$ cat src/rtl/ram_rd_pkg.sv
// Shared types and sizing helpers for the RAM stream reader.
// The FSM state type is exposed here so checkers can bind to it by name.
package ram_rd_pkg;

  typedef enum logic [1:0] {
    IDLE  = 2'd0,
    READ  = 2'd1,
    DRAIN = 2'd2,
    FIN   = 2'd3
  } rd_state_e;

  // One slot per read that can be in the RAM pipeline, plus one so a beat
  // can sit at the head while the next read is still returning.
  function automatic int fifo_depth(input int rd_latency);
    return rd_latency + 1;
  endfunction

endpackage

$ cat src/rtl/rd_skid_fifo.sv
// Small shift-register FIFO: entry 0 is always the head, so head outputs come
// straight from flops. Push and pop may happen together in any fill state.
module rd_skid_fifo #(
  parameter int WIDTH = 33,
  parameter int DEPTH = 2,
  localparam int CNT_W = $clog2(DEPTH + 1)
) (
  input  logic             clk,
  input  logic             rst_n,
  input  logic             push,
  input  logic [WIDTH-1:0] push_data,
  input  logic             pop,
  output logic [WIDTH-1:0] head_data,
  output logic             not_empty,
  output logic [CNT_W-1:0] count
);

  localparam int IDX_W = (DEPTH > 1) ? $clog2(DEPTH) : 1;

  logic [WIDTH-1:0] mem_q [DEPTH];
  logic [WIDTH-1:0] mem_d [DEPTH];
  logic [CNT_W-1:0] cnt_q, cnt_d;
  logic [IDX_W-1:0] wr_idx;
  logic             do_pop, do_push;

  assign do_pop  = pop && (cnt_q != '0);
  assign do_push = push && ((cnt_q != CNT_W'(DEPTH)) || do_pop);

  // Popping shifts everything toward the head and zero-fills the tail, so an
  // empty FIFO presents all-zero head data.
  always_comb begin
    mem_d  = mem_q;
    wr_idx = IDX_W'(cnt_q);
    if (do_pop) begin
      for (int i = 0; i < DEPTH - 1; i++) mem_d[i] = mem_q[i+1];
      mem_d[DEPTH-1] = '0;
      wr_idx = IDX_W'(cnt_q - CNT_W'(1));
    end
    if (do_push) mem_d[wr_idx] = push_data;
    cnt_d = cnt_q + CNT_W'(do_push) - CNT_W'(do_pop);
  end

  always_ff @(posedge clk or negedge rst_n) begin
    if (!rst_n) begin
      for (int i = 0; i < DEPTH; i++) mem_q[i] <= '0;
      cnt_q <= '0;
    end else begin
      for (int i = 0; i < DEPTH; i++) mem_q[i] <= mem_d[i];
      cnt_q <= cnt_d;
    end
  end

  assign head_data = mem_q[0];
  assign not_empty = (cnt_q != '0);
  assign count     = cnt_q;

endmodule

$ cat src/rtl/ram_stream_reader.sv
// Walks a contiguous RAM address range and streams the words out on a
// valid/ready port, absorbing RAM read latency in a credit-guarded skid FIFO.
//
// Handshake: a beat transfers on any cycle where m_valid & m_ready are both
// high; once m_valid rises, m_valid/m_data/m_last hold until that transfer.
module ram_stream_reader
  import ram_rd_pkg::*;
#(
  parameter int DATA_WIDTH = 32,
  parameter int ADDR_WIDTH = 10,
  parameter int RD_LATENCY = 1
) (
  input  logic                  clk,
  input  logic                  rst_n,
  input  logic                  start,
  input  logic [ADDR_WIDTH-1:0] base_addr,
  input  logic [ADDR_WIDTH:0]   length,
  output logic                  busy,
  output logic                  done,
  output logic                  ram_re,
  output logic [ADDR_WIDTH-1:0] ram_addr,
  input  logic [DATA_WIDTH-1:0] ram_dout,
  output logic                  m_valid,
  input  logic                  m_ready,
  output logic [DATA_WIDTH-1:0] m_data,
  output logic                  m_last
);

  localparam int DEPTH = fifo_depth(RD_LATENCY);
  localparam int CNT_W = $clog2(DEPTH + 1);

  typedef struct packed {
    logic                  last;
    logic [DATA_WIDTH-1:0] data;
  } fifo_entry_t;

  rd_state_e             state_q, state_d;
  logic [ADDR_WIDTH-1:0] next_addr_q, held_addr_q;
  logic [ADDR_WIDTH:0]   remaining_q;
  logic [RD_LATENCY-1:0] vpipe_q, lpipe_q;
  logic                  issue, issue_last, fifo_pop, fifo_not_empty, credit_ok;
  logic [CNT_W-1:0]      fifo_count;
  logic [CNT_W:0]        in_flight, pending;
  fifo_entry_t           push_entry, head_entry;

  always_comb begin
    in_flight = '0;
    for (int i = 0; i < RD_LATENCY; i++) in_flight = in_flight + (CNT_W+1)'(vpipe_q[i]);
  end

  // A beat leaving the FIFO this cycle frees its slot immediately, which is
  // what lets the stream sustain one beat per cycle under constant ready.
  assign pending   = (CNT_W+1)'(fifo_count) + in_flight - (CNT_W+1)'(fifo_pop);
  assign credit_ok = pending < (CNT_W+1)'(DEPTH);

  always_comb begin
    state_d    = state_q;
    issue      = 1'b0;
    issue_last = 1'b0;
    case (state_q)
      IDLE: begin
        if (start) state_d = (length == '0) ? FIN : READ;
      end
      READ: begin
        if ((remaining_q != '0) && credit_ok) begin
          issue      = 1'b1;
          issue_last = (remaining_q == (ADDR_WIDTH+1)'(1));
          if (issue_last) state_d = DRAIN;
        end
      end
      DRAIN: begin
        if (fifo_pop && head_entry.last) state_d = FIN;
      end
      FIN:     state_d = IDLE;
      default: state_d = IDLE;
    endcase
  end

  always_ff @(posedge clk or negedge rst_n) begin
    if (!rst_n) begin
      state_q     <= IDLE;
      next_addr_q <= '0;
      held_addr_q <= '0;
      remaining_q <= '0;
      vpipe_q     <= '0;
      lpipe_q     <= '0;
    end else begin
      state_q <= state_d;
      if ((state_q == IDLE) && start) begin
        next_addr_q <= base_addr;
        remaining_q <= length;
      end else if (issue) begin
        next_addr_q <= next_addr_q + ADDR_WIDTH'(1);
        held_addr_q <= next_addr_q;
        remaining_q <= remaining_q - (ADDR_WIDTH+1)'(1);
      end
      // Return-valid pipeline: bit RD_LATENCY-1 marks ram_dout as valid now.
      vpipe_q[0] <= issue;
      lpipe_q[0] <= issue_last;
      for (int i = 1; i < RD_LATENCY; i++) begin
        vpipe_q[i] <= vpipe_q[i-1];
        lpipe_q[i] <= lpipe_q[i-1];
      end
    end
  end

  assign push_entry = '{last: lpipe_q[RD_LATENCY-1], data: ram_dout};
  assign fifo_pop   = fifo_not_empty && m_ready;

  rd_skid_fifo #(
    .WIDTH ($bits(fifo_entry_t)),
    .DEPTH (DEPTH)
  ) u_fifo (
    .clk       (clk),
    .rst_n     (rst_n),
    .push      (vpipe_q[RD_LATENCY-1]),
    .push_data (push_entry),
    .pop       (fifo_pop),
    .head_data (head_entry),
    .not_empty (fifo_not_empty),
    .count     (fifo_count)
  );

  assign busy     = (state_q != IDLE);
  assign done     = (state_q == FIN);
  assign ram_re   = issue;
  assign ram_addr = issue ? next_addr_q : held_addr_q;
  assign m_valid  = fifo_not_empty;
  assign m_data   = head_entry.data;
  assign m_last   = head_entry.last;

endmodule
$ cat config.mk
export PLATFORM = sky130hd
export DESIGN_NAME = ram_stream_reader
export DESIGN_NICKNAME = d
export VERILOG_FILES = /design/src/rtl/ram_rd_pkg.sv /design/src/rtl/rd_skid_fifo.sv /design/src/rtl/ram_stream_reader.sv
export SDC_FILE = /design/constraint.sdc
export NUM_CORES = 1
export LEC_CHECK = 0
export BUFFER_PORTS_ARGS = -buffer_cell sky130_fd_sc_hd__buf_4
export CAP_MARGIN = 10
export CORE_MARGIN = 2
export CORE_UTILIZATION = 55
export DETAILED_ROUTE_END_ITERATION = 16
export PLACE_DENSITY = 0.79
export SLEW_MARGIN = 10
export SYNTH_ARGS = -nofsm -noshare
export SYNTH_HDL_FRONTEND = slang
export SYNTH_HIERARCHICAL = 1
export SYNTH_SLANG_ARGS = --single-unit
export TNS_END_PERCENT = 20
$ cat constraint.sdc
create_clock -name clk -period 9.1 [get_ports clk]
set_clock_uncertainty 0.05 [all_clocks]
set_input_delay 1.82 -clock clk [delete_from_list [all_inputs] [get_ports clk]]
set_output_delay 1.82 -clock clk [all_outputs]
set_load 0.05 [all_outputs]
==> results of run 1 <==
## synthesized netlist by cell type, drive strengths merged, types with 2 or more instances
| cell | instances | share of area |
|---|---|---|
| o31ai | 6 | 0.0079 |
| mux2 | 21 | 0.047 |
| nand3 | 15 | 0.016 |
| o41ai | 2 | 0.0031 |
| dfrtp | 103 | 0.45 |
| nor4b | 2 | 0.0057 |
| nand2b | 3 | 0.0033 |
| nor2b | 2 | 0.0022 |
| or3 | 7 | 0.0077 |
| nor4 | 4 | 0.0070 |
| a21oi | 3 | 0.0026 |
| buf | 54 | 0.072 |
| ha | 12 | 0.026 |
| and4 | 2 | 0.0031 |
| clkbuf | 5 | 0.0035 |
| o21ai | 12 | 0.012 |
| and3 | 2 | 0.0022 |
| inv | 44 | 0.029 |
| o211ai | 3 | 0.0039 |
| o311ai | 3 | 0.0046 |
| mux2i | 100 | 0.18 |
| or4b | 3 | 0.0053 |
| or4 | 8 | 0.011 |
| a31oi | 15 | 0.016 |
| xnor2 | 3 | 0.0059 |
| nand4 | 5 | 0.0055 |
| nor2 | 23 | 0.015 |
| nand2 | 45 | 0.030 |
| or2 | 3 | 0.0033 |
| and2 | 4 | 0.0044 |
| nor3 | 2 | 0.0018 |
## report_power, final
group | internal (W) | switching (W) | leakage (nW)
combinational | 0.0000172 | 0.0000177 | 2.38
clock | 0.000139 | 0.000164 | 0.105
sequential | 0.000457 | 0 | 1.43
## through the flow
step           utilization  power (W)  area [um^2]
4_1_cts              0.636   0.000803         6480
5_1_grt              0.636   0.000828         6480
3_3_place_gp         0.615   0.000501         6270
6_report             0.636   0.000795         6480
3_5_place_dp         0.615   0.000502         6270
2_1_floorplan            -   0.000471         5710
## layer usage
metal / share of wire / global-route usage / up-vias
met5: 0 / 0 / -
met4: 0.013 / 0.0714 / 0
met3: 0.050 / 0.0399 / 13
met2: 0.49 / 0.351 / 118
met1: 0.45 / 0.287 / 1952
li1: - / - / 1919
## worst max-delay path, cell delays in order
cell and delay (ps):
buf_4 110, and2_1 210, ha_1 310, nand2b_1 150, fa_1 550, and2_1 310, and2_1 280, nand2_1 130
inv_2 320, mux2_1 370, buf_4 190
## cells by family (layout without fill, tap and decap cells)
group	after synthesis	after routing	share of synthesized area
AO/OA/AOI/OAI	47	47	0.0558
XOR/XNOR	4	4	0.00745
adder cells (fa/ha/maj)	13	13	0.0298
buffers and inverters	103	167	0.104
flip-flops	103	103	0.451
multiplexers	121	121	0.222
AND/OR/NAND/NOR	134	134	0.130
## registers in the layout, summed over array words and instances (netlist names)
name and flops:
u_fifo/count 2, state_q 2, lpipe_q 1, u_fifo/mem_q 33
vpipe_q 1, next_addr_q 10, remaining_q 11, u_fifo/head_data 33
held_addr_q 10
## path summary, 6_finish.rpt
path / to / start / cells after the start
min in group asynchronous: u_fifo/head_data[31] / rst_n / 1
max reg2reg: held_addr_q[1] / u_fifo/count[1] / 9
max in group asynchronous: u_fifo/head_data[22] / rst_n / 2
min reg2reg: held_addr_q[1] / held_addr_q[1] / 1
max: ram_addr[0] / m_ready / 11
min: held_addr_q[1] / held_addr_q[1] / 1
## area by class of cell
cell class	instances	area [um^2]	area share
Clock buffer	10	138	0.0212
Clock inverter	6	75.1	0.0116
Inverter	44	165	0.0255
Multi-Input combinational cell	319	2550	0.394
Sequential cell	103	2580	0.398
Tap cell	136	170	0.0263
Timing Repair Buffer	107	803	0.124
==> results_dict.tcl, run 1 <==
set metrics [dict create \
    ys_ff_latch 103 \
    drc_errors 0 \
    hold_viol 0 \
    cp-end-kind "output port" \
    path_clk_slew_ps 100 \
    cts_htree_levels 3 \
    p_per_area_mw_per_mm2 123 \
    num_vias 4002 \
    nets 654 \
    initial_utilization 0.561 \
    slew_viol_final 0 \
    drive_above_1_share 0.261 \
    holdBufCountCts 0 \
    clk_path_buf_depth 2 \
    die_area_mm2 0.0112 \
    synth.distinct_cells 56 \
    place_hpwl_um 8010 \
    layout_commonest_cell "buf_4" \
    antenna_found_initial 0 \
    cts.sinks 103 \
    tns_ps 0 \
    grt_overflow 0 \
    reg2reg_slack_ps 5570 \
    syn2layout_area_growth_pct 13.4 \
    core_area_mm2 0.0102 \
    antenna_left 0 \
    crit_type "in2out" \
    place_inst 709 \
    place_worst_setup_slack_ps 2500 \
    routed_wl_um 11500 \
    maxCapViolCount 0 \
    cts_tree "done" \
    status "finished, final reports clean" \
    min_path_type "reg2reg" \
    start_kind "input port" \
    postCtsSetupRepairBufs 0 \
    syn_nets 595 \
    wire_per_inst_um 15.9 \
    layout_common_cells "buf_4 (107), dfrtp_1 (103), mux2i_1 (100)" \
    grt_max_degree 67 \
    tightest_slew_ps 1130 \
    synth_edf_count 0 \
    final_cells 725 \
    first_pass_iters 4 \
    n_fill_cell 832 \
    dieWidth_um 106 \
    async_reset_ff_frac 1.00 \
    ys.flop_type "dfrtp_1" \
    fin_crit_ps 6630 \
    ys_warn_count 6 \
    grt_pass1_wl_um 19400 \
    worst_hold_slack_ps 463 \
    drt-initial-drc-count 115 \
    synth_cells 525 \
    port_buffers 103 \
    setup_violations 0 \
    io_pins 104 \
    cts-buffers-inserted 9 \
    drt-vias-per-instance 5.52 \
    syn_avg_cell_area_um2 10.9 \
    die_height_um 106 \
    leakagePower_nw 3.92 \
    syn-cell-area_mm2 0.00571 \
    track_usage 0.214 \
    worstPathRequired_ps 7230 \
    slew_headroom 0.247 \
    fin_crit_sh 0.728 \
    ctsResizeCount 0 \
    n_antenna_cell 0 \
    ctsRootBufferMaster "clkbuf_8" \
    fmax_ghz 0.151 \
    max-vdd-ir-drop_mv 0.0937 \
    place_congestion 0.851 \
    arrival_ps 4760 \
    rsz0062_at_grt "false" \
    grt_pass1_vias 4128 \
    worstSkewPairLatency_ps 370 \
    cp_max_fo 13 \
    ys_seq_area_frac 0.451 \
    rows 37 \
    setup_ws_ps 2470 \
]
(Power assumes the default switching activity.)
==> run 2, diff against run 1 <==
clock period = 6.35 ns   (was 9.1 ns; I/O delays follow)
==> run 2 against run 1 <==
Clock power is 45% higher. Wire length rose by 0.85%. Critical path depth did not move. Combinational power up 42%. Cell area about the same. Total power grew 44%. Flip-flop and latch count is the same. First-iteration DRC count up 89%. Worst hold slack worse by 8.8 ps. Via count increased by 0.67%. Sequential share of layout area barely moved.
==> results_dict.tcl, run 2 (same netlist as run 1, synthesis figures left out) <==
set metrics [dict create \
    status "finished, final reports clean" \
    antenna_found_initial 0 \
    final_area_mm2 0.00648 \
    core_area_mm2 0.0102 \
    grt_pass1_wl_um 19400 \
    tightest_slew_ps 1160 \
    finish.utilization 0.636 \
    fmax_ghz 0.180 \
    holdBufCountCts 0 \
    p_per_area_mw_per_mm2 176 \
    hold_viol 0 \
    antenna_left 0 \
    clk_path_buf_depth 2 \
    cts_tree "done" \
    worstPathRequired_ps 5030 \
    drt-initial-drc-count 217 \
    setup_ws_ps 808 \
    start_kind "input port" \
    r2r_start "u_fifo/count[1]" \
    path_clk_slew_ps 100 \
    cts_htree_levels 3 \
    n_fill_cell 826 \
    n_antenna_cell 0 \
    slew_headroom 0.229 \
    grt_max_degree 67 \
    first_pass_iters 4 \
    num_vias 4029 \
    nets 654 \
    crit_type "in2out" \
    drc_errors 0 \
    die_area_mm2 0.0112 \
    cts-buffers-inserted 9 \
    max-vdd-ir-drop_mv 0.127 \
    grt_pass1_vias 4054 \
    setup_violations 0 \
    slew_viol_final 0 \
    arrival_ps 4220 \
    rsz0062_at_grt "false" \
    placed_area_mm2 0.00627 \
    routed_wl_um 11600 \
    ctsRootBufferMaster "clkbuf_8" \
    worstSkewPairLatency_ps 360 \
    fin_crit_sh 0.873 \
    layout_commonest_cell "buf_4" \
    fin_crit_ps 5540 \
    initial_utilization 0.561 \
    die_height_um 106 \
    postCtsSetupRepairBufs 0 \
    layout_common_cells "buf_4 (107), dfrtp_1 (103), mux2i_1 (100)" \
    grt_overflow 0 \
    worstRegToRegCells 9 \
    ctsResizeCount 0 \
    rows 37 \
    crit_path_end "ram_addr[0]" \
    worst_hold_slack_ps 455 \
    place_congestion 0.835 \
    drt-vias-per-instance 5.56 \
    min_path_type "reg2reg" \
    wire_per_inst_um 16.0 \
    reg2reg_slack_ps 2790 \
    dieWidth_um 106 \
    cp_max_fo 13 \
    port_buffers 103 \
    cts.sinks 103 \
    track_usage 0.213 \
    tns_ps 0 \
    r2r-end "held_addr_q[2]" \
    drive_above_1_share 0.261 \
    place_hpwl_um 7980 \
    cp-startpoint "m_ready" \
    leakagePower_nw 3.92 \
    maxCapViolCount 0 \
    io_pins 104 \
    cp-end-kind "output port" \
    place_worst_setup_slack_ps 850 \
    syn2layout_area_growth_pct 13.4 \
]
run 2: layout make-up:
type                            instances  area [um^2]  share of cell area
Clock inverter                          7         86.3              0.0133
Tap cell                              136          170              0.0263
Inverter                               44          165              0.0255
Timing Repair Buffer                  107          803               0.124
Sequential cell                       103         2580               0.398
Multi-Input combinational cell        319         2550               0.394
Clock buffer                            9          124              0.0191
run 2: metrics by stage:
stage / instances / total power, W
2_1_floorplan: 525 / 0.000675
3_3_place_gp: 709 / 0.000718
3_5_place_dp: 709 / 0.000719
4_1_cts: 725 / 0.00115
5_1_grt: 725 / 0.00119
6_report: 725 / 0.00114
run 2: power breakdown:
| group | internal, W | total, W | switching (W) |
|---|---|---|---|
| registers | 0.000655 | 0.000655 | 0 |
| logic | 0.0000247 | 0.0000497 | 0.0000250 |
| clock network | 0.000192 | 0.000437 | 0.000245 |
| total | 0.000872 | 0.00114 | 0.000270 |
run 2: worst min path at each step:
stage	from	end	slack [ps]	depth (start not counted)
detailed placement	held_addr_q[1]	held_addr_q[1]	440	1
global route	held_addr_q[9]	held_addr_q[9]	480	1
CTS	held_addr_q[1]	held_addr_q[1]	460	1
floorplan	held_addr_q[1]	held_addr_q[1]	410	1
global placement	held_addr_q[0]	held_addr_q[0]	430	1
finish	held_addr_q[1]	held_addr_q[1]	450	1
run 2: critical path, stage by stage:
cell	delay, ps
buf_4	110
and2_1	210
ha_1	310
nand2b_1	160
fa_1	540
and2_1	320
and2_1	280
nand2_1	140
inv_2	310
mux2_1	370
buf_4	190
run 2: routing by layer:
layer / track usage / wire length [um] / vias up
li1: - / - / 1909
met1: 0.294 / 5300 / 1980
met2: 0.350 / 5570 / 127
met3: 0.0374 / 622 / 13
met4: 0.0573 / 121 / 0
met5: 0 / 0 / -
